--- src/rtl/feature_mem_db.sv ---
// Double-buffered feature-weight memory: weights stream serially into the shadow
// bank while the active bank drives every weight to the PE array in parallel.
module feature_mem_db #(
   parameter  int KERNEL_SIZE  = 3,
   parameter  int NUM_FEATURES = 10,
   parameter  int WEIGHT_W     = 2,
   localparam int KK           = KERNEL_SIZE * KERNEL_SIZE
) (
   input  logic                                         clk,
   input  logic                                         rst,
   input  logic                                         load_start,
   input  logic                                         load_abort,
   input  logic                                         w_valid,
   input  logic signed [WEIGHT_W-1:0]                   w_data,
   output logic                                         w_ready,
   output logic                                         load_done,
   input  logic                                         swap_req,
   output logic                                         swap_ack,
   output logic                                         active_bank,
   output logic [NUM_FEATURES-1:0][KK-1:0][WEIGHT_W-1:0] weights_output
);

   localparam int EW = (KK > 1) ? $clog2(KK) : 1;
   localparam int FW = (NUM_FEATURES > 1) ? $clog2(NUM_FEATURES) : 1;
   localparam logic [EW-1:0] ELEM_LAST = EW'(KK - 1);
   localparam logic [FW-1:0] FEAT_LAST = FW'(NUM_FEATURES - 1);

   typedef enum logic [1:0] {IDLE, LOAD, FULL} state_e;
   typedef logic [NUM_FEATURES-1:0][KK-1:0][WEIGHT_W-1:0] bank_t;

   state_e         state_q, state_d;
   logic [EW-1:0]  elem_q, elem_d;
   logic [FW-1:0]  feat_q, feat_d;
   logic           active_q, active_d;
   logic           ack_q, ack_d;
   logic           wr_en;
   logic           shadow;
   bank_t [1:0]    bank_q;

   assign shadow = ~active_q;

   always_comb begin
      // NOTE: every always_comb output gets a default first so no path can infer a latch.
      state_d   = state_q;
      elem_d    = elem_q;
      feat_d    = feat_q;
      active_d  = active_q;
      ack_d     = 1'b0;
      wr_en     = 1'b0;
      w_ready   = 1'b0;
      load_done = 1'b0;
      unique case (state_q)
         IDLE: begin
            if (load_start) begin
               state_d = LOAD;
               elem_d  = '0;
               feat_d  = '0;
            end
         end
         LOAD: begin
            w_ready = 1'b1;
            // Abort wins over a coincident transfer: nothing is written that cycle.
            if (load_abort) begin
               state_d = IDLE;
            end else if (w_valid) begin
               wr_en = 1'b1;
               if (elem_q == ELEM_LAST) begin
                  elem_d = '0;
                  if (feat_q == FEAT_LAST) begin
                     feat_d  = '0;
                     state_d = FULL;
                  end else begin
                     feat_d = feat_q + 1'b1;
                  end
               end else begin
                  elem_d = elem_q + 1'b1;
               end
            end
         end
         FULL: begin
            load_done = 1'b1;
            if (load_abort) begin
               state_d = IDLE;
            end else if (swap_req) begin
               active_d = ~active_q;
               ack_d    = 1'b1;
               elem_d   = '0;
               feat_d   = '0;
               state_d  = load_start ? LOAD : IDLE;
            end
         end
         default: state_d = IDLE;
      endcase
   end

   always_ff @(posedge clk or negedge rst) begin
      if (!rst) begin
         state_q  <= IDLE;
         elem_q   <= '0;
         feat_q   <= '0;
         active_q <= 1'b0;
         ack_q    <= 1'b0;
         // NOTE: the banks are reset too, because weights_output must read all zero out of reset.
         bank_q   <= '0;
      end else begin
         state_q  <= state_d;
         elem_q   <= elem_d;
         feat_q   <= feat_d;
         active_q <= active_d;
         ack_q    <= ack_d;
         if (wr_en) bank_q[shadow][feat_q][elem_q] <= w_data;
      end
   end

   assign swap_ack       = ack_q;
   assign active_bank    = active_q;
   assign weights_output = bank_q[active_q];

endmodule

--- config.mk ---
export PLATFORM = sky130hd
export DESIGN_NAME = feature_mem_db
export DESIGN_NICKNAME = d
export VERILOG_FILES = /design/src/rtl/feature_mem_db.sv
export SDC_FILE = /design/constraint.sdc
export NUM_CORES = 1
export LEC_CHECK = 0
export BUFFER_PORTS_ARGS = -buffer_cell sky130_fd_sc_hd__buf_2
export CORE_UTILIZATION = 31
export CTS_CLUSTER_SIZE = 28
export DETAILED_ROUTE_END_ITERATION = 6
export GPL_TIMING_DRIVEN = 1
export SYNTH_ARGS = -nofsm -noshare
export SYNTH_HDL_FRONTEND = slang
export SYNTH_SLANG_ARGS = --single-unit
--- constraint.sdc ---
create_clock -name clk -period 2.7 [get_ports clk]
set_input_delay 0.54 -clock clk [delete_from_list [all_inputs] [get_ports clk]]
set_output_delay 0.54 -clock clk [all_outputs]
set_load 0.005 [all_outputs]
=== After elaboration in Yosys (flattened, before gate mapping) ===
Cells that the tools add are included.

* Muxes and demuxes: 38
* Magnitude comparators: 7
* Bitwise gates (word level): 2
* Reduce and logical (&&, ||, !) cells: 9
* Add/subtract/negate cells: 2
* Eq/ne operators: 14

{| class="wikitable"
|+ Operator list
! operator !! number
|-
| 2-to-1 mux 180 bit || 3
|-
| bitwise mux 360 bit || 1
|-
| demux 180 bit (select 1 bit) || 1
|-
| demux 18 bit (select 4 bit) || 1
|-
| 2-to-1 mux 4 bit || 10
|-
| one-hot mux 4 bit (3 select lines) || 2
|-
| 2-to-1 mux 18 bit || 1
|-
| 2-to-1 mux 2 bit || 8
|-
| inequality test 2 bit, second input constant || 6
|-
| inequality test 3 bit, second input constant || 4
|-
| < comparator 4 x 5 -> 1 bit, second input constant || 2
|-
| 2-to-1 mux 1 bit || 9
|-
| adder 4 x 1 -> 4 bit, second input constant || 2
|-
| demux 2 bit (select 4 bit) || 1
|-
| == test 4 bit, second input constant || 2
|-
| greater-or-equal comparator 4 x 1 -> 1 bit, second input constant || 2
|-
| AND reduction 7 bit || 1
|-
| one-hot mux 2 bit (3 select lines) || 1
|-
| AND reduction 6 bit || 1
|-
| AND reduction 5 bit || 1
|-
| < comparator 1 x 2 -> 1 bit, second input constant || 2
|-
| logical AND 1 bit || 3
|-
| AND reduction 3 bit || 1
|-
| nonzero test 3 bit || 1
|-
| other kinds (5) || 6
|}

* Logic and storage cells: 257
* Input bits: 8
* Flip-flop bits (word level): 372

=== Longest topological paths before layout ===
Gate-level depths: netlist (run 1).

* Depth in word-level cells: 9
* Mapped depth: 7

=== Worst setup path before layout (run 1) ===
OpenSTA, ideal clock, no wires.

* Path type: register to output
* From: reg active_q, in the netlist active_bank
* To: out weights_output[0] (netlist name)
* Arrival time: 1.571 ns
* Required time: 2.160 ns
* Stages on the path, launching flop included: 6
* Path buffers: 4
* Setup slack: 0.589 ns
* Cells stage by stage: dfrtp_1 -> buf_2 -> buf_4 -> clkbuf_1 -> buf_2 -> mux2_2

{| class="wikitable"
|+ RTL lines
! item !! RTL line !! text
|-
| from (decl) || 34 || <nowiki>logic active_q, active_d;</nowiki>
|-
| from (signal assigned) || 109 || <nowiki>active_q <= active_d;</nowiki>
|-
| to (decl) || 20 || <nowiki>output logic [NUM_FEATURES-1:0][KK-1:0][WEIGHT_W-1:0] weights_output</nowiki>
|}

==> qor.yml, run 1 <==
status: "completed"
min_to: "state_q[1]"
start_util_pct: 31.5
tightest_slew_ps: 711
crit_fanout: 43
vias: 11600
placedCellCount: 2235
syn_nets: 1332
hp-class: "input port to flip-flop"
power_mw: 14.3
r2r-end: "bank_q[218]"
drt_iter0_markers: 661
htreeDepth: 2
die_area_sq_um: 59600
fin_util_pct: 37.9
r2r_slack_ps: 190
nNetsFinal: 1530
synth_area_sq_um: 18200
syn_to_final_growth_pct: 20.6
grtUsageTotal_pct: 18.0
crit_type: "flip-flop to output pin"
syn_area_per_cell_sq_um: 13.8
setup_viol: 0
fp.dieH_um: 244
crit_required_ps: 2160
antenna_cells: 0
timing.fmax_mhz: 376
cts_tree: "done"
arrival_ps: 2120
min_from: "load_abort"
synthSimpleGateAreaFrac_pct: 10.8
slew-limit-headroom_pct: 52.6
grt_pass1_vias: 12300
wl_met2_um: 25700
synth_fa_ha_area_share_pct: 0.275
numCtsBuffers: 43
routed_via_density: 5.03
yosysSeqAreaShare_pct: 51.2
drc_errors: 0
synth_top_family_by_area: "multiplexers"
drv_cap: 0
wl_met3_um: 2830
worst_skew_pair.late_latency_ps: 570
antenna_left: 0
muxShareOfSynthArea_pct: 33.6
grt_pass1_wl_um: 80600
wl_per_cell_um: 23.3
place.detailed.hpwl_um: 36200
path_clk_slew_ps: 60
period_needed_ps: 2660
fin_worst_skew_ps: 26.7
routed_wl_um: 53900
drive_gt1_share_pct: 62.9
crit_family: "flip-flops"
synth_warnings: 0
synth_xor_area_share_pct: 0.0963
grt_start_max_net_pins: 79
cts_buffer_depth: 3
dr.pass1.iters: 5
cp_cell_sequence: "buf_12 > mux2_2 > buf_2"
synth_compound_area_share_pct: 0.475
highest_layer: "met4"
wl_met1_um: 24100
slowest_stage: "dfrtp_4"
max_stage_delay_ps: 640
ys_types: 45
ir_worst_vdd_uv: 381
hold_depth: 2
r2r_start: "active_bank"
gr-total-overflow: 0
rr_worst_depth: 5
clock_sinks: 372
startpoint_type: "flip-flop"
synth-seq-cells: 372
routabilityCongestion: 0.798
antenna_found_initial: 1
io_buffers: 191
die_w_um: 244
final_hold_viol_count: 0
leakagePower_nw: 10.8
maxSlewViolCount: 0
core.rowCount: 88
startpoint: "active_bank"
syn_inst: 1320
ioPinCount: 192
power_density_nw_per_um2: 651
end_kind: "output pin"
core-area_sq_um: 57800
rsz0062_at_grt: "yes"
cts_root_buf: "clkbuf_16"
stdcell_count: 2312
cp_num_buf_inv: 2
period_share_pct: 98.5
## report_power, final
| part | switching (mW) | leakage [nW] | internal [mW] |
|---|---|---|---|
| logic | 1.53 | 4.96 | 0.889 |
| registers | 0.250 | 5.18 | 5.89 |
| clock network | 2.32 | 0.676 | 3.40 |
| total | 4.10 | 10.8 | 10.2 |
## routing by layer
layer	global-route usage, %	vias up
met3	3.35	69
li1	-	5197
met5	0	-
met1	24.4	6068
met4	5.53	0
met2	28.9	297
## sequential cells by signal, indices dropped and copies added (netlist names)
signal and cells:
elem_q 4, swap_ack 1, state_q 2, feat_q 4
active_bank 1, bank_q 360
## cell type report
class | count | area (sq um)
clock inverter | 9 | 78.8
fill | 5538 | 35900
multi-input combinational | 812 | 8350
sequential | 372 | 9310
clock buffer | 65 | 1300
inverter | 8 | 30.0
timing repair buffer | 281 | 1900
tap | 765 | 957
## worst max path at each step
stage	end	slack [ps]	cells after the start
2_1_floorplan	weights_output[0]	590	5
3_3_place_gp	bank_q[134]	360	5
4_1_cts	weights_output[142]	-40	3
3_5_place_dp	bank_q[134]	350	5
5_1_grt	weights_output[8]	-20	3
6_report	weights_output[88]	40	3
## cells in the final DEF, fill, tap and decap left out, types with 7 or more instances in the layout
| master | instances |
|---|---|
| clkbuf_1 | 10 |
| clkbuf_8 | 10 |
| nand4_1 | 8 |
| buf_4 | 71 |
| or4b_1 | 8 |
| nand3_1 | 89 |
| nor3_1 | 32 |
| dfrtp_1 | 371 |
| nor4bb_4 | 7 |
| clkbuf_16 | 46 |
| nor3_2 | 67 |
| buf_2 | 188 |
| inv_1 | 8 |
| buf_12 | 17 |
| mux2_2 | 536 |
## synthesized netlist by cell type (all sizes together)
cell type	instances	share of area (%)
nor4	2	0.19
and4b	1	0.055
and3b	1	0.048
nor2	1	0.021
inv	8	0.17
or4	1	0.041
nand4	8	0.28
mux2	540	33
o221ai	2	0.096
buf	75	2.3
or4b	8	0.44
o2111ai	1	0.048
o21ai	2	0.055
nor2b	4	0.14
or3	1	0.034
xor2	1	0.048
and4bb	3	0.21
a32oi	1	0.048
o211ai	2	0.083
dfrtp	372	51
xnor2	1	0.048
nor4bb	10	0.55
nand2	3	0.062
clkbuf	53	1.1
ha	4	0.28
a32o	1	0.055
nor3	99	4.6
nand4b	8	0.69
nand3	89	2.4
nand3b	1	0.041
a21oi	2	0.055
a31oi	1	0.034
nor4b	4	0.52
or3b	1	0.048
mux2i	2	0.11
nand4bb	7	0.43
## per-stage QoR
stage	TNS [ps]	setup WS (ps)	cell area, sq um	hold WS [ps]
5_1_grt	-51.3	-16.7	21900	200
3_3_place_gp	0	357	20500	463
3_5_place_dp	0	347	20500	475
6_report	0	41.1	21900	190
4_1_cts	-506	-36.5	21900	148
2_1_floorplan	0	589	18200	244
## logic make-up after synthesis
group | count (synthesis)
adder cells (fa/ha/maj) | 4
multiplexers | 542
XOR/XNOR | 2
AND/OR/NAND/NOR | 252
AO/OA/AOI/OAI | 12
buffers and inverters | 136
flip-flops | 372
## repair_timing
item | CTS | global route
gates cloned | 0 | 1
setup endpoints to repair | 139 | 53
endpoints found under the hold margin | 30 | 0
hold buffers | 1 | 0
setup buffers | 1 | 0
gates resized for setup | 1 | 1
Power figures use the tool's default switching activity.
==> inputs of run 2 (changes only) <==
- CAP_MARGIN: unset -> 20
- clock period: 2.7 -> 2.24 ns (I/O delays scaled with it)
==> qor.yml, run 2 (synthesis gave the netlist of run 1 again) <==
status: "finished, violations left"  # was completed
violations: "setup timing"
die_w_um: 244  # unchanged
drv_cap: 0  # unchanged
placedCellCount: 2260  # was 2235
nNetsFinal: 1577  # was 1530
max_stage_delay_ps: 510  # was 640 ps
crit_type: "flip-flop to output pin"  # unchanged
period_needed_ps: 2440
hp-class: "input port to flip-flop"  # unchanged
io_buffers: 191  # unchanged
ioPinCount: 192  # unchanged
ir_worst_vdd_uv: 421  # was 381 uV
drc_errors: 0  # unchanged
grtUsageTotal_pct: 18.8  # was 18.0%
maxSlewViolCount: 0  # unchanged
largest_reg_flops: 360  # unchanged
crit_family: "buffers and inverters"  # was flip-flops
timing.fmax_mhz: 411
crit_required_ps: 1790  # was 2160 ps
fill_cells: 5380  # was 5538
place.detailed.hpwl_um: 36900  # was 36200 um
fin_util_pct: 40.8  # was 37.9%
path_clk_slew_ps: 60  # about the same
stdcell_count: 2359  # was 2312
startpoint_type: "flip-flop"  # unchanged
clock_sinks: 372  # unchanged
dr.pass1.iters: 5  # unchanged
arrival_ps: 1990  # was 2120 ps
regMostFlops: "bank_q"  # unchanged
period_share_pct: 109
cts_buffer_depth: 3  # unchanged
core.rowCount: 88  # unchanged
start_util_pct: 31.5  # unchanged
die_area_sq_um: 59600  # unchanged
setup_viol: 192  # was 0
vias: 11900  # was 11600
end_kind: "output pin"  # unchanged
gr-total-overflow: 0  # unchanged
rsz0062_at_grt: "yes"  # unchanged
core-area_sq_um: 57800  # unchanged
grt_pass1_wl_um: 84400  # was 80600 um
crit_fanout: 10  # was 43
stdcell_area_sq_um: 23600  # was 21900 sq um
slowest_stage: "dfrtp_4"  # unchanged
grt_start_max_net_pins: 69  # was 79
fp.dieH_um: 244  # unchanged
tightest_slew_ps: 838  # was 711 ps
final_cell_mix: "mux2_2 (508), dfrtp_1 (371), buf_2 (171)"  # was mux2_2 (536), dfrtp_1 (371), buf_2 (188)
numCtsBuffers: 43  # unchanged
preCtsSetupSlack_ps: 75.2  # was 347 ps
routed_via_density: 5.06  # was 5.03
cts_root_buf: "clkbuf_16"  # unchanged
slew-limit-headroom_pct: 43.9  # was 52.6%
grt_pass1_vias: 12800  # was 12300
cts_tree: "done"  # unchanged
power_density_nw_per_um2: 775  # was 651 nW/um^2
syn_to_final_growth_pct: 29.6  # was 20.6%
wl_per_cell_um: 23.8  # was 23.3 um
htreeDepth: 2  # unchanged
routed_wl_um: 56200  # was 53900 um
antenna_left: 0  # unchanged
fin_worst_skew_ps: 15.7  # was 26.7 ps
antenna_found_initial: 0  # was 1
final_common_cell: "mux2_2"  # unchanged
final_hold_viol_count: 0  # unchanged
cp_common_cell: "buf_12"
top_regs: "bank_q x360, elem_q x4, feat_q x4"  # unchanged
drive_gt1_share_pct: 67.1  # was 62.9%
routabilityCongestion: 0.835  # was 0.798
worst_skew_pair.late_latency_ps: 570  # about the same
drt_iter0_markers: 725  # was 661
cp_cell_sequence: "buf_12 > buf_16 > buf_12 > mux2_4 > buf_6"  # was buf_12 > mux2_2 > buf_2
leakagePower_nw: 11.7  # was 10.8 nW
cp_num_buf_inv: 4  # was 2
placed_area_sq_um: 20700  # was 20500 sq um
worst_slack_ps: -196  # was 41.1 ps
[run 2: power by group]
part,switching (mW),internal (mW)
clock network,2.84,4.30
registers,0.285,7.10
logic,2.26,1.48
[run 2: area by class of cell]
class	count	area, sq um	area share, %
antenna	1	2.50	0.0106
tap	765	957	4.06
sequential	372	9310	39.5
clock buffer	61	1280	5.41
timing repair buffer	328	2830	12.0
multi-input combinational	812	9010	38.2
clock inverter	12	145	0.616
inverter	8	30.0	0.127
[run 2: timing repair]
action                                 in CTS  in global routing
resized for setup                          47                151
pin swaps                                   0                 27
gates cloned                               10                  2
setup buffers                              11                  3
endpoints found under the hold margin      40                  0
hold buffers                                1                  0
setup endpoints to repair                 181                356
[run 2: final timing paths]
kind / startpoint / endpoint / slack, ps / depth (start not counted)
min reg2reg: bank_q[198] / bank_q[198] / 490 / 1
min in group asynchronous: rst / bank_q[172] / 460 / 2
max: active_bank / weights_output[166] / -200 / 5
min: load_abort / state_q[1] / 110 / 2
max reg2reg: active_bank / bank_q[186] / -30 / 6
max in group asynchronous: rst / active_bank / 1010 / 3
[run 2: metal layers]
metal,vias up,wire length (um),global-route usage [%]
met5,-,0,0
met4,0,1120,4.34
met3,74,2260,3.06
met2,248,27400,31.3
met1,6284,25500,25.5
li1,5324,-,-
[run 2: worst register-to-register path, cell delays in order (launching register included)]
cell     delay (ps)
dfrtp_4         510
buf_12          150
buf_6           140
or4b_4          560
buf_8           180
nor3_4          280
mux2_4          330
[run 2: through the flow]
step	hold slack, ps	power [mW]	setup TNS, ps
after floorplan	152	9.18	0
after global placement	423	10.6	0
after detailed placement	425	10.7	0
after CTS	72.5	18.0	-37040
after global routing	114	18.9	-37790
final	109	18.3	-25980
==> inputs of run 3 (changes only) <==
- PLACE_DENSITY_LB_ADDON: unset -> 0.08
==> qor.yml, run 3 (synthesis gave the netlist of run 1 again) <==
status: "finished, violations left"  # unchanged
violations: "setup timing"  # unchanged
dr.pass1.iters: 4  # was 5
slew-limit-headroom_pct: 60.3  # was 43.9%
rsz0062_at_grt: "yes"  # unchanged
crit_required_ps: 1790  # about the same
drive_gt1_share_pct: 65.3  # was 67.1%
place.detailed.hpwl_um: 37300  # was 36900 um
fp.dieH_um: 244  # unchanged
antenna_left: 0  # unchanged
final_cell_mix: "mux2_2 (526), dfrtp_1 (371), buf_2 (168)"  # was mux2_2 (508), dfrtp_1 (371), buf_2 (171)
power_density_nw_per_um2: 782  # was 775 nW/um^2
worst_slack_ps: -156  # was -196 ps
cts_root_buf: "clkbuf_16"  # unchanged
r2r_start: "active_bank"  # unchanged
end_kind: "output pin"  # unchanged
gr-total-overflow: 0  # unchanged
regMostFlops: "bank_q"  # unchanged
die_area_sq_um: 59600  # unchanged
wl_per_cell_um: 25.0  # was 23.8 um
routed_wl_um: 59200  # was 56200 um
hp-class: "input port to flip-flop"  # unchanged
fin_worst_skew_ps: 5.70  # was 15.7 ps
cts_buffer_depth: 3  # unchanged
startpoint: "active_bank"  # unchanged
fin_util_pct: 40.5  # was 40.8%
timing.fmax_mhz: 417  # was 411 MHz
crit_type: "flip-flop to output pin"  # unchanged
io_buffers: 191  # unchanged
placed_area_sq_um: 20800  # was 20700 sq um
preCtsSetupSlack_ps: -103  # was 75.2 ps
top_regs: "bank_q x360, elem_q x4, feat_q x4"  # unchanged
drt_iter0_markers: 559  # was 725
arrival_ps: 1950  # was 1990 ps
core.rowCount: 88  # unchanged
routabilityCongestion: 0.753  # was 0.835
largest_reg_flops: 360  # unchanged
grtUsageTotal_pct: 19.6  # was 18.8%
worst_skew_pair.late_latency_ps: 560  # was 570 ps
vias: 11900  # about the same
drc_errors: 0  # unchanged
htreeDepth: 2  # unchanged
antenna_cells: 0  # was 1
routed_via_density: 5.01  # was 5.06
path_clk_slew_ps: 60  # about the same
ioPinCount: 192  # unchanged
grt_pass1_wl_um: 86500  # was 84400 um
cts_tree: "done"  # unchanged
grt_pass1_vias: 12500  # was 12800
crit_fanout: 8  # was 10
final_hold_viol_count: 0  # unchanged
grt_start_max_net_pins: 113  # was 69
maxSlewViolCount: 0  # unchanged
nNetsFinal: 1588  # was 1577
die_w_um: 244  # unchanged
startpoint_type: "flip-flop"  # unchanged
drv_cap: 0  # unchanged
period_share_pct: 107  # was 109%
leakagePower_nw: 11.8  # was 11.7 nW
final_common_cell: "mux2_2"  # unchanged
antenna_found_initial: 1  # was 0
fin_tns_setup_ps: -19240  # was -25980 ps
rr_worst_depth: 6  # unchanged
ir_worst_vdd_uv: 481  # was 421 uV
tightest_slew_ps: 596  # was 838 ps
numCtsBuffers: 45  # was 43
min_from: "load_abort"  # unchanged
setup_viol: 215  # was 192
clock_sinks: 372  # unchanged
period_needed_ps: 2400  # was 2440 ps
start_util_pct: 31.5  # unchanged
syn_to_final_growth_pct: 28.6  # was 29.6%
core-area_sq_um: 57800  # unchanged
hold_depth: 2  # unchanged
stdcell_area_sq_um: 23400  # was 23600 sq um
run 3: cell count changes in the layout (fill, tap and decap cells not counted), sizes merged:
cell      delta
clkbuf       +5
clkinv       +3
inv          -1
diode        -1
buf          +5
clkinvlp     +1
run 3: per-stage QoR:
stage | total power, mW | hold WS [ps] | std cells
floorplan | 9.18 | 152 | 1320
global placement | 10.7 | 407 | 2262
detailed placement | 10.7 | 408 | 2262
CTS | 18.2 | 67.0 | 2363
global route | 19.1 | 84.7 | 2371
finish | 18.3 | 110 | 2371
run 3: area by class of cell:
| class | instances | area, sq um |
|---|---|---|
| Timing Repair Buffer | 337 | 2920 |
| Inverter | 8 | 30.0 |
| Fill cell | 5569 | 34400 |
| Tap cell | 765 | 957 |
| Sequential cell | 372 | 9310 |
| Clock inverter | 15 | 153 |
| Multi-Input combinational cell | 812 | 8720 |
| Clock buffer | 62 | 1300 |
run 3: worst max-delay path: stages (launching register included):
cell       delay (ps)
dfrtp_4           510
buf_12            170
buf_12            150
clkbuf_16         160
mux2_2            280
buf_6             120
run 3: report_power, final:
part	total [mW]	switching (mW)	internal [mW]
clock network	7.30	2.94	4.37
registers	7.40	0.295	7.10
logic	3.60	2.20	1.40
run 3: worst paths after layout:
kind | end | slack, ps
setup / recovery | weights_output[11] | -160
hold / removal | state_q[1] | 110
setup reg to reg | bank_q[293] | -90
hold reg to reg | bank_q[260] | 490
max in group asynchronous | active_bank | 1120
min in group asynchronous | bank_q[11] | 400
run 3: metal layers:
layer / vias up / global-route usage, % / routed length (um)
met5: - / 0 / 11
met3: 57 / 3.20 / 1920
met4: 2 / 3.90 / 874
li1: 5340 / - / -
met1: 6276 / 27.9 / 28200
met2: 208 / 31.3 / 28100
run 3: timing repair:
action,in CTS,in global routing
hold buffers,1,0
resized for setup,40,86
buffers inserted,13,4
pin swaps,3,11
hold endpoints to repair,30,0
cloned,10,8
setup endpoints to repair,194,280
